$ cat config.mk
export PLATFORM = sky130hd
export DESIGN_NAME = mt9v034_axis_packer
export DESIGN_NICKNAME = d
export VERILOG_FILES = /design/src/rtl/mt9v034_axis_packer.sv
export SDC_FILE = /design/constraint.sdc
export NUM_CORES = 1
export LEC_CHECK = 0
export ABC_AREA = 1
export BUFFER_PORTS_ARGS = -buffer_cell sky130_fd_sc_hd__buf_2
export CORE_UTILIZATION = 40
export DETAILED_ROUTE_END_ITERATION = 12
export HOLD_SLACK_MARGIN = 0.02
export PLACE_DENSITY_LB_ADDON = 0.08
export SLEW_MARGIN = 20
export SYNTH_ARGS = -nofsm -noshare
export SYNTH_HDL_FRONTEND = slang
export SYNTH_SLANG_ARGS = --single-unit
$ cat constraint.sdc
create_clock -name pxclk -period 6.2 [get_ports pxclk]
set_input_delay 0.62 -clock pxclk [delete_from_list [all_inputs] [get_ports pxclk]]
set_output_delay 0.62 -clock pxclk [all_outputs]
set_load 0.01 [all_outputs]
$ cat src/rtl/mt9v034_axis_packer.sv
// Converts deserialized MT9V034 camera words into an 8-bit AXI4-Stream video stream.
// tuser = start of frame, tlast = end of line; full FIFO or lock loss drops the rest of the frame.
module mt9v034_axis_packer #(
   parameter int FIFO_AW = 4,
   parameter int CNT_W   = 16
) (
   input  logic             pxclk,
   input  logic             resetn,
   input  logic             pixel_data_valid,
   input  logic             frame_valid,
   input  logic             line_valid,
   input  logic [7:0]       pixel_data,
   input  logic             receiver_locked,
   output logic [7:0]       m_axis_tdata,
   output logic             m_axis_tvalid,
   input  logic             m_axis_tready,
   output logic             m_axis_tuser,
   output logic             m_axis_tlast,
   input  logic             overflow_clr,
   output logic             overflow_sticky,
   output logic [CNT_W-1:0] frame_count,
   output logic [CNT_W-1:0] line_pixels,
   output logic [CNT_W-1:0] frame_lines
);

   localparam int DEPTH = 1 << FIFO_AW;

   typedef enum logic [1:0] {S_SYNC, S_IDLE, S_FRAME, S_DROP} state_t;

   typedef struct packed {
      logic       user;
      logic       last;
      logic [7:0] data;
   } beat_t;

   state_t state, state_nxt, eff_state;

   logic             hold_vld, hold_vld_nxt;
   logic [7:0]       hold_data, hold_data_nxt;
   logic             hold_user, hold_user_nxt;
   logic             push_vld, push_nxt;
   beat_t            push_beat, push_beat_nxt;
   logic [CNT_W-1:0] pix_cnt, pix_cnt_nxt;
   logic [CNT_W-1:0] line_cnt, line_cnt_nxt;
   logic [CNT_W-1:0] fc_nxt, lp_nxt, fl_nxt;
   logic             sticky_nxt;
   logic             is_pix;

   beat_t            mem [DEPTH];
   logic [FIFO_AW:0] wr_ptr, rd_ptr, rp_n;
   logic             full, wr_en, ovf, hs;

   assign is_pix = frame_valid & line_valid;
   assign full   = (wr_ptr[FIFO_AW] != rd_ptr[FIFO_AW]) &&
                   (wr_ptr[FIFO_AW-1:0] == rd_ptr[FIFO_AW-1:0]);
   assign wr_en  = push_vld & ~full;
   assign ovf    = push_vld & full;

   always_comb begin
      state_nxt     = state;
      hold_vld_nxt  = hold_vld;
      hold_data_nxt = hold_data;
      hold_user_nxt = hold_user;
      push_nxt      = 1'b0;
      push_beat_nxt = push_beat;
      pix_cnt_nxt   = pix_cnt;
      line_cnt_nxt  = line_cnt;
      fc_nxt        = frame_count;
      lp_nxt        = line_pixels;
      fl_nxt        = frame_lines;
      // A rejected push lands a cycle late, so the sample in this cycle is judged as DROP.
      eff_state     = ovf ? S_DROP : state;
      if (ovf) begin
         hold_vld_nxt = 1'b0;
         state_nxt    = S_DROP;
      end
      if (!receiver_locked) begin
         state_nxt    = S_SYNC;
         hold_vld_nxt = 1'b0;
      end else if (pixel_data_valid) begin
         case (eff_state)
            S_SYNC, S_DROP: if (!frame_valid) state_nxt = S_IDLE;
            S_IDLE: if (is_pix) begin
               state_nxt     = S_FRAME;
               hold_vld_nxt  = 1'b1;
               hold_data_nxt = pixel_data;
               hold_user_nxt = 1'b1;
               pix_cnt_nxt   = CNT_W'(1);
               line_cnt_nxt  = '0;
            end
            S_FRAME: begin
               if (is_pix) begin
                  if (hold_vld) begin
                     push_nxt      = 1'b1;
                     push_beat_nxt = '{user: hold_user, last: 1'b0, data: hold_data};
                  end
                  hold_vld_nxt  = 1'b1;
                  hold_data_nxt = pixel_data;
                  hold_user_nxt = 1'b0;
                  if (pix_cnt != '1) pix_cnt_nxt = pix_cnt + CNT_W'(1);
               end else begin
                  // Line update first so a joint LV/FV fall counts the closing line.
                  if (hold_vld) begin
                     push_nxt      = 1'b1;
                     push_beat_nxt = '{user: hold_user, last: 1'b1, data: hold_data};
                     hold_vld_nxt  = 1'b0;
                     lp_nxt        = pix_cnt;
                     pix_cnt_nxt   = '0;
                     line_cnt_nxt  = line_cnt + CNT_W'(1);
                  end
                  if (!frame_valid) begin
                     fl_nxt       = line_cnt + CNT_W'(hold_vld);
                     line_cnt_nxt = '0;
                     fc_nxt       = frame_count + CNT_W'(1);
                     state_nxt    = S_IDLE;
                  end
               end
            end
            default: ;
         endcase
      end
      if (ovf || (!receiver_locked && state == S_FRAME)) sticky_nxt = 1'b1;
      else if (overflow_clr)                             sticky_nxt = 1'b0;
      else                                               sticky_nxt = overflow_sticky;
   end

   always_ff @(posedge pxclk or negedge resetn) begin
      if (!resetn) begin
         state           <= S_SYNC;
         hold_vld        <= 1'b0;
         hold_data       <= '0;
         hold_user       <= 1'b0;
         push_vld        <= 1'b0;
         push_beat       <= '0;
         pix_cnt         <= '0;
         line_cnt        <= '0;
         frame_count     <= '0;
         line_pixels     <= '0;
         frame_lines     <= '0;
         overflow_sticky <= 1'b0;
      end else begin
         state           <= state_nxt;
         hold_vld        <= hold_vld_nxt;
         hold_data       <= hold_data_nxt;
         hold_user       <= hold_user_nxt;
         push_vld        <= push_nxt;
         push_beat       <= push_beat_nxt;
         pix_cnt         <= pix_cnt_nxt;
         line_cnt        <= line_cnt_nxt;
         frame_count     <= fc_nxt;
         line_pixels     <= lp_nxt;
         frame_lines     <= fl_nxt;
         overflow_sticky <= sticky_nxt;
      end
   end

   always_ff @(posedge pxclk) begin
      if (wr_en) mem[wr_ptr[FIFO_AW-1:0]] <= push_beat;
   end

   // The output register mirrors the FIFO head; the entry is retired only on handshake,
   // so the output stage counts against the FIFO depth.
   assign hs   = m_axis_tvalid & m_axis_tready;
   assign rp_n = hs ? rd_ptr + (FIFO_AW+1)'(1) : rd_ptr;

   always_ff @(posedge pxclk or negedge resetn) begin
      if (!resetn) begin
         wr_ptr        <= '0;
         rd_ptr        <= '0;
         m_axis_tvalid <= 1'b0;
         m_axis_tdata  <= '0;
         m_axis_tuser  <= 1'b0;
         m_axis_tlast  <= 1'b0;
      end else begin
         if (wr_en) wr_ptr <= wr_ptr + (FIFO_AW+1)'(1);
         rd_ptr <= rp_n;
         if (!m_axis_tvalid || hs) begin
            m_axis_tvalid <= (rp_n != wr_ptr);
            if (rp_n != wr_ptr) begin
               m_axis_tdata <= mem[rp_n[FIFO_AW-1:0]].data;
               m_axis_tuser <= mem[rp_n[FIFO_AW-1:0]].user;
               m_axis_tlast <= mem[rp_n[FIFO_AW-1:0]].last;
            end
         end
      end
   end

endmodule

Word-level counts from Yosys, hierarchy flattened. Memory sizes are Yosys's and may differ from the RTL's. A register that Yosys moved wholly into a read port is not among the register bits. Index checks and enable logic that the tools add are counted.

Output and inout bits: 60. Memory bits (writable): 160. Memories: 1. Register bits after elaboration: 115. Bits of input ports: 16.

Reduce and logical (&&, ||, !) cells: 20. Bitwise gates (word level): 7. Muxes and demuxes: 39. Add/sub/neg operators: 6. Equal/unequal tests: 14.

Memories: mem (depth 16, width 10, rd ports 1, clocked after Yosys merged registers in 1, wr ports 1, RTL line 49) `beat_t mem [DEPTH];`.

Operator list (number): $mux 16 (8); $pmux 16 s2 (2); $add 16x1->16 const B (3); $mux 10 (3); $add 16x1->16 (1); $mux 1 (16); $ne 16x16->1 const B (1); $reduce_and 5->1 (3); $mux 2 (6); $reduce_and 6->1 (2); $add 5x1->5 const B (2); $ne 3x3->1 const B (3); $reduce_and 4->1 (2); $eq 2x2->1 const B (3); $ne 2x2->1 const B (3); $pmux 2 s3 (1); $mux 5 (1); $ne 5x5->1 (1); $and 1x1->1 (4); $eq 4x4->1 (1); $pmux 1 s2 (2); $reduce_bool 2->1 (2); $reduce_or 2->1 (2); $logic_not 1->1 (3); other kinds (7) (11).

Depth between registers and ports, before layout. Gate-level depths: netlist of the first run.

Depth in word-level cells: 9. Depth in mapped cells: 19. Depth with buffers taken out: 17.

Worst setup path before layout of the first run. OpenSTA, ideal clock, no wires.

Path kind: flip-flop to flip-flop. Start: reg wr_ptr[2]. End: reg pix_cnt[7]. Data required time: 6.078 ns. Data arrival time: 2.356 ns. Stages on the path, launching flop included: 19. Setup time: 0.122 ns. Slack: 3.723 ns. Path buffers: 2. Cell sequence: dfrtp_1 > clkbuf_1 > inv_1 > nand2_1 > nand2_1 > nor2b_1 > nand3_1 > nand2_1 > ha_1 > inv_2 > nor2_2 > inv_2 > nor2_1 > nand4_1 > nand2_2 > inv_2 > buf_6 > nand3_1 > o21ai_1.

Longest elaborated chain between the ends: 7. Elaborated cells on any way between the ends: 12.

RTL lines: start, declared (RTL line 50) `logic [FIFO_AW:0] wr_ptr, rd_ptr, rp_n;`; start signal, assigned (RTL line 175) `if (wr_en) wr_ptr <= wr_ptr + (FIFO_AW+1)'(1);`; $eq 4x4->1 * (RTL line 55) `(wr_ptr[FIFO_AW-1:0] == rd_ptr[FIFO_AW-1:0]);`; $logic_and 1x1->1 * (RTL line 54) `assign full = (wr_ptr[FIFO_AW] != rd_ptr[FIFO_AW]) &&`; $and 1x1->1 * (RTL line 57) `assign ovf = push_vld & full;`; $mux 2 * (RTL line 72) `eff_state = ovf ? S_DROP : state;`; $eq 2x2->1 or $eq 2x1->1 (tied branches) (RTL line 81) `case (eff_state)`; $ne 3x3->1 (no source line), or another cell as far along; $reduce_and 6->1 (no source line); end signal, assigned (RTL line 148) `pix_cnt <= pix_cnt_nxt;`; end, declared (RTL line 43) `logic [CNT_W-1:0] pix_cnt, pix_cnt_nxt;`.

Mark *: on every way between the ends. The rest lies on a longest branch, timed or not. A chain may end at the register's enable or synchronous reset.

Worst setup path in the final report of the first run.
Start: reg wr_ptr[2]. End: reg pix_cnt[11].

Same word-level chain as after synthesis.

==> results of run 1 <==
## stage by stage
stage	util (%)	total power [W]
2_1_floorplan	-	0.00331
3_5_place_dp	43.0	0.00386
6_report	46.7	0.00590
3_3_place_gp	42.9	0.00385
4_1_cts	46.6	0.00596
5_1_grt	46.7	0.00622
## area by class of cell
class	instances	area (um2)	share of cell area, %
Tap cell	442	553	3.65
Timing Repair Buffer	86	468	3.09
Inverter	189	709	4.68
Sequential cell	285	7930	52.4
Multi-Input combinational cell	828	4300	28.4
Clock inverter	12	170	1.12
Clock buffer	49	1010	6.66
## worst max path at each step
stage                                              to  slack, ns  cells after the start
after floorplan                pix_cnt[7]$_DFFE_PN0P_       3.72                     18
after global placement     line_pixels[4]$_DFFE_PN0P_       2.68                      9
after detailed placement   line_pixels[5]$_DFFE_PN0P_       2.67                      9
after CTS                 line_pixels[12]$_DFFE_PN0P_       2.65                      9
after global routing          pix_cnt[14]$_DFFE_PN0P_       2.44                     16
final                         pix_cnt[11]$_DFFE_PN0P_       2.80                     16
## metal layers
layer,vias to the layer above,wire length [um]
li1,4608,-
met1,4558,15400
met3,42,1430
met5,-,0
met2,169,15500
met4,0,733
## state kept, by name, indices dropped and copies added, names as in the netlist, 5 cells and up
register	flops
frame_count	16
m_axis_tdata	8
frame_lines	16
push_beat	10
pix_cnt	16
hold_data	8
rd_ptr	5
line_pixels	16
mem	160
line_cnt	16
wr_ptr	5
## synth_stat cells, types with 2 or more instances
library cell  number  area (um2)
nor3_1            12        60.1
inv_1            182         683
nand2_2            9        56.3
buf_1             11        41.3
ha_1              13         163
dfrtp_1          125        3130
a21oi_1           20         100
nand4_1           21         131
or2_2              2        12.5
nor2_2             6        37.5
o21ai_1           17        85.1
xor2_1            35         307
nand2_1          274        1030
nand3_1          196         981
inv_2              7        26.3
buf_6              3        33.8
nor2_1            79         297
mux2_2             3        33.8
o21ai_0           49         245
edfxtp_1         160        4800
clkbuf_1          17        63.8
xnor2_1           15         131
nand3b_1          61         458
buf_2             23         115
nor2_4             4        45.0
a31oi_1            3        18.8
## critical path, cell delays in order, from the launching register on
cell and delay (ns):
dfrtp_1 0.48, inv_1 0.11, nand2_1 0.07, nand2_1 0.10, nor2b_1 0.16, nand3_1 0.17, nand2_1 0.19, ha_1 0.62
inv_2 0.15, nor2_2 0.20, inv_2 0.07, nor2_1 0.12, nand4_1 0.17, nand2_2 0.26, inv_2 0.19, nand3_1 0.12
o21ai_1 0.08
## logic make-up after synthesis
kind of cell / after synthesis / share of synthesized area, %
XOR/XNOR: 50 / 3.32
AO/OA/AOI/OAI: 94 / 3.70
multiplexers: 3 / 0.256
buffers and inverters: 244 / 7.37
adder cells (fa/ha/maj): 13 / 1.23
AND/OR/NAND/NOR: 668 / 23.9
flip-flops: 285 / 60.2
## power breakdown
group	internal, W	switching, W	leakage, nW
registers	0.00210	0.000121	3.16
logic	0.000477	0.00111	2.96
clock network	0.00130	0.000790	0.586
total	0.00388	0.00202	6.71
==> reports/results.ini, run 1 <==
[status]
outcome = complete, no violations

[die]
ios = 76
die-area_mm2 = 0.0337
die_h_um = 184
initial_core_util_pct = 40.6
num_rows = 66
die_x_um = 184
core_region_area_mm2 = 0.0325

[clocking]
hold_buffers = 0
cts_buffer_depth = 3
clock_latency_ns = 0.51
cts_root_buf = clkbuf_16
clock_sinks = 285
cts_made_buffers = 34
post_cts_resized = 0
cts_tree = built
cts_setup_buffers = 0
h-tree-depth = 2
clk_pin_slew_ns = 0.06

[worst_setup_path]
reg2reg_to = pix_cnt[11]$_DFFE_PN0P_
cp.required_ns = 6.58
critPathKind = register to register
worstPathArrival_ns = 3.78
reg2reg_slack_ns = 2.80
cp-start-kind = register
rr_startpoint = wr_ptr[2]$_DFFE_PN0P_
crit_fanout = 16
reg2regPathDepth = 16
startpoint = wr_ptr[2]$_DFFE_PN0P_
critPathCaptureType = register

[power_and_ir_drop]
p_per_area_mw_per_mm2 = 390
ir_worst_vdd_v = 0.000216
p_leak_nw = 6.71

[grt]
grt_first_pass_wirelength_um = 52600
use_met2_pct = 33.2
grt_usage_pct = 20.3
grt.met1_usage_pct = 28.0
grt_max_degree = 82
grt-ovfl-total = 0
busiest_layer = met2
gr-usage-met3_pct = 2.89
first_global_vias = 9325
grt_antenna_before_repair = 0

[cells_and_area]
final_cell_area_mm2 = 0.0151
final_common_cell = nand2_1
fin_cells = 1891
n_antenna_cell = 0
mostFrequentLayoutCells = nand2_1, nand3_1, inv_1, edfxtp_1, dfrtp_1
fillerInstances = 3174
nets = 1453
layout-drive-gt1-share_pct = 12.7
area_delta_synth_final_pct = 14.9

[synthesis]
synth_seq_area_share_pct = 60.2
ys.flop_type = edfxtp_1
syn_nets = 1386
synth_edf_count = 160
yosysWarnings = 0
syn_avg_cell_area_um2 = 9.71
postSynthCellCount = 1357
synthArstFlopShare_pct = 43.9
syn_area_mm2 = 0.0132
ys_types = 36
ys_ff_latch = 285

[timing]
timing.fmax_mhz = 294
tns_ns = 0
finalHoldViolations = 0
rsz0062_at_grt = no
fin_crit_sh_pct = 54.8
finalCriticalPeriod_ns = 3.40
fin_skew_ns = 0.0244
slew_viol_final = 0
worstMarginPinSlew_ns = 1.09
max_slew_margin_pct = 26.8
setup_ws_ns = 2.80
final-setup-viol-count = 0
hold_ws_ns = 0.0860

[place]
portBuffers = 75
postPlaceCellArea_mm2 = 0.0139
dp_hpwl_um = 20800
dpl.cell_count = 1829
place_ws_ns = 2.67
gp_congestion = 0.806

[routing]
vias_per_cell = 4.96
drc = 0
drt_iter0_drc = 544
drt-pass1-iter-count = 6
vias = 9377
drt_wl_total_um = 33100
post_drt_wl_per_cell_um = 17.5
antenna_left = 0

[worst_hold_path]
hp-class = input pin to async pin

[flow_run]
maxCapViolations = 0

Power figures use the tool's default switching activity.
==> inputs of run 2 (changes only) <==
--- a/config.mk
+++ b/config.mk
@@ -5,7 +5,7 @@
 export SDC_FILE = /design/constraint.sdc
 export NUM_CORES = 1
 export LEC_CHECK = 0
-export ABC_AREA = 1
+export ABC_AREA = 0
 export BUFFER_PORTS_ARGS = -buffer_cell sky130_fd_sc_hd__buf_2
 export CORE_UTILIZATION = 40
 export DETAILED_ROUTE_END_ITERATION = 12
==> constraint.sdc (replaced) <==
create_clock -name pxclk -period 3.19 [get_ports pxclk]
set_input_delay 0.319 -clock pxclk [delete_from_list [all_inputs] [get_ports pxclk]]
set_output_delay 0.319 -clock pxclk [all_outputs]
set_load 0.01 [all_outputs]
==> reports/results.ini, run 2 <==
[status]
outcome = complete, no violations

[flow_run]
maxCapViolations = 0  ; unchanged

[die]
die_h_um = 176  ; -4.3%
die-area_mm2 = 0.0309  ; -8.4%
num_rows = 63  ; -4.5%
core_region_area_mm2 = 0.0296  ; -8.7%
die_x_um = 176  ; -4.3%
ios = 76  ; unchanged
initial_core_util_pct = 40.7  ; +0.10 points

[routing]
vias_per_cell = 5.15  ; +3.9%
vias = 7360  ; -22%
drc = 0  ; unchanged
drt_iter0_drc = 445  ; -18%
drt_wl_total_um = 27100  ; -18%
post_drt_wl_per_cell_um = 18.9  ; +8.4%
antenna_left = 0  ; unchanged
drt-pass1-iter-count = 4  ; -2

[cells_and_area]
final_common_cell = edfxtp_1
n_antenna_cell = 0  ; unchanged
area_delta_synth_final_pct = 17.9
layout-drive-gt1-share_pct = 23.5  ; +11 points
nets = 1045  ; -28%
mostFrequentLayoutCells = edfxtp_1, dfrtp_1, nand2_1, buf_2, nor2_1
utilization_pct = 48.0  ; +1.3 points
fin_cells = 1428  ; -24%
largest_reg_flops = 160  ; unchanged
fillerInstances = 2707  ; -15%

[synthesis]
yosysWarnings = 0  ; unchanged
postSynthCellCount = 890  ; -34%
ys_types = 57  ; +58%
ys_top_cells_by_count = edfxtp_1, dfrtp_1, nand2_1, nor2_1, mux2_2
syn_avg_cell_area_um2 = 13.6  ; +40%
ys.flop_type = edfxtp_1
syn_nets = 919  ; -34%
synth_seq_area_share_pct = 65.8  ; +5.6 points
synth_top_area_share_pct = 39.8  ; +3.4 points
ys_ff_latch = 285  ; unchanged
synth_area_leader_cell = edfxtp_1
synth_edf_count = 160  ; unchanged
synth_most_common_cell = edfxtp_1
syn_area_mm2 = 0.0121  ; -8.5%
synthArstFlopShare_pct = 43.9  ; unchanged
yosys-top-cells-area = edfxtp_1, dfrtp_1, mux2_2

[clocking]
h-tree-depth = 1  ; -1
cts_root_buf = clkbuf_16
cts_tree = built
cts_buffer_depth = 3  ; unchanged
clk_pin_slew_ns = 0.06  ; about the same
cts_made_buffers = 31  ; -8.8%
clock_sinks = 285  ; unchanged
cts_setup_buffers = 0  ; unchanged
clock_latency_ns = 0.56  ; +0.05 ns

[worst_setup_path]
worstPathArrival_ns = 3.38  ; -0.40 ns
reg2regPathDepth = 11  ; -5
rr_startpoint = wr_ptr[1]$_DFFE_PN0P_
critPathCaptureType = register
critPathKind = register to register
reg2reg_to = frame_count[12]$_DFFE_PN0P_
cp.required_ns = 3.62  ; -2.96 ns
crit_fanout = 9  ; -7
cp-start-kind = register
reg2reg_slack_ns = 0.25  ; -2.56 ns

[grt]
grt_max_degree = 95  ; +16%
grt-ovfl-total = 0  ; unchanged
grt_antenna_before_repair = 0  ; unchanged
grt_first_pass_wirelength_um = 43000  ; -18%
grt_usage_pct = 18.0  ; -2.2 points
first_global_vias = 7421  ; -20%

[place]
dpl.cell_count = 1364  ; -25%
dp_hpwl_um = 17100  ; -18%
gp_congestion = 0.798  ; -1.0%
portBuffers = 75  ; unchanged
place_ws_ns = 0.00641  ; -2.67 ns

[timing]
fin_crit_sh_pct = 92.3  ; +37 points
worstMarginPinSlew_ns = 0.944  ; -0.150 ns
timing.fmax_mhz = 340  ; +15%
setup_ws_ns = 0.246  ; -2.56 ns
tns_ns = 0  ; unchanged
slew_viol_final = 0  ; unchanged
finalHoldViolations = 0  ; unchanged
rsz0062_at_grt = no
max_slew_margin_pct = 37.1  ; +10 points
finalCriticalPeriod_ns = 2.94  ; -0.455 ns
fin_skew_ns = 0.0120  ; -0.0124 ns
final-setup-viol-count = 0  ; unchanged

[power_and_ir_drop]
ir_worst_vdd_v = 0.000398  ; +85%
power.total_w = 0.00982  ; +66%
p_leak_nw = 6.18  ; -7.9%
p_per_area_mw_per_mm2 = 690  ; +77%

[worst_hold_path]
hold-path-endpoint = overflow_sticky$_DFFE_PN0P_
hp-class = input pin to register
hold_path_startpoint = overflow_clr
hold_depth = 2

==> run 2: cell types whose count changed in the layout (fill, tap and decap cells not counted), moves of 16 or more <==
| cell | previous run | this run |
|---|---|---|
| nand2_1 | 274 | 114 |
| nand3_1 | 195 | 27 |
| buf_4 | 10 | 47 |
| mux2_2 | 3 | 52 |
| nand3b_1 | 61 | 3 |
| mux2i_1 | 0 | 30 |
| o21ai_1 | 16 | 0 |
| inv_1 | 182 | 17 |
| o21ai_0 | 49 | 26 |
==> run 2: area by class of cell <==
type,instances,area (um2),share of cell area (%)
clock inverter,14,148,1.04
timing repair buffer,131,825,5.80
clock buffer,41,843,5.93
sequential,285,7930,55.8
multi-input combinational,550,3920,27.6
tap,390,488,3.43
inverter,17,63.8,0.449
==> run 2: worst max-delay path, stage by stage, from the launching register on <==
cell      delay, ns
dfrtp_1        0.39
xor2_1         0.17
nor3_1         0.25
nand4_1        0.22
nand2b_1       0.24
ha_2           0.30
nor3b_1        0.29
buf_4          0.18
nand4_1        0.21
nor3_2         0.31
nand3_1        0.13
xnor2_1        0.14
==> run 2: what timing repair did <==
| item | CTS | global route |
|---|---|---|
| endpoints found under the hold margin | 100 | 0 |
| hold buffers | 9 | 0 |
| pin swaps | 0 | 3 |
| resized for setup | 2 | 6 |
| setup endpoints to repair | 1 | 21 |
==> run 2: per-layer routing <==
layer | wire length, um | GRT usage (%)
met2 | 13100 | 29.5
met3 | 884 | 2.71
met5 | 0 | 0
met4 | 459 | 4.17
met1 | 12600 | 25.3
==> run 2: how the worst max path moves through the flow <==
stage	from	to	slack, ns
global placement	wr_ptr[1]$_DFFE_PN0P_	pix_cnt[10]$_DFFE_PN0P_	0.06
finish	wr_ptr[1]$_DFFE_PN0P_	frame_count[12]$_DFFE_PN0P_	0.25
global route	wr_ptr[1]$_DFFE_PN0P_	line_cnt[5]$_DFFE_PN0P_	0.02
CTS	wr_ptr[1]$_DFFE_PN0P_	frame_count[15]$_DFFE_PN0P_	0.03
floorplan	wr_ptr[1]$_DFFE_PN0P_	frame_count[14]$_DFFE_PN0P_	0.30
detailed placement	wr_ptr[1]$_DFFE_PN0P_	pix_cnt[10]$_DFFE_PN0P_	0.006
==> run 2: cells by family (layout without fill, tap and decap cells) <==
| group | after synthesis | in the layout | synth area share, % |
|---|---|---|---|
| flops | 285 | 285 | 65.8 |
| fa+ha+maj | 13 | 13 | 1.35 |
| simple gates | 278 | 278 | 10.5 |
| buf+inv | 55 | 203 | 2.11 |
| mux | 92 | 92 | 9.21 |
| compound gates | 103 | 103 | 6.40 |
| xor+xnor | 64 | 64 | 4.65 |
==> run 2: through the flow <==
stage / hold slack [ns] / area, um2
final: 0.0435 / 14200
after global routing: 0.0358 / 14200
after CTS: 0.0222 / 14200
after detailed placement: 0.462 / 13100
after global placement: 0.458 / 13100
after floorplan: 0.0234 / 12100
==> run 2: power by group <==
| group | total [W] | internal, W | switching [W] |
|---|---|---|---|
| combinational | 0.00225 | 0.000939 | 0.00131 |
| clock | 0.00348 | 0.00208 | 0.00140 |
| sequential | 0.00409 | 0.00400 | 0.0000825 |
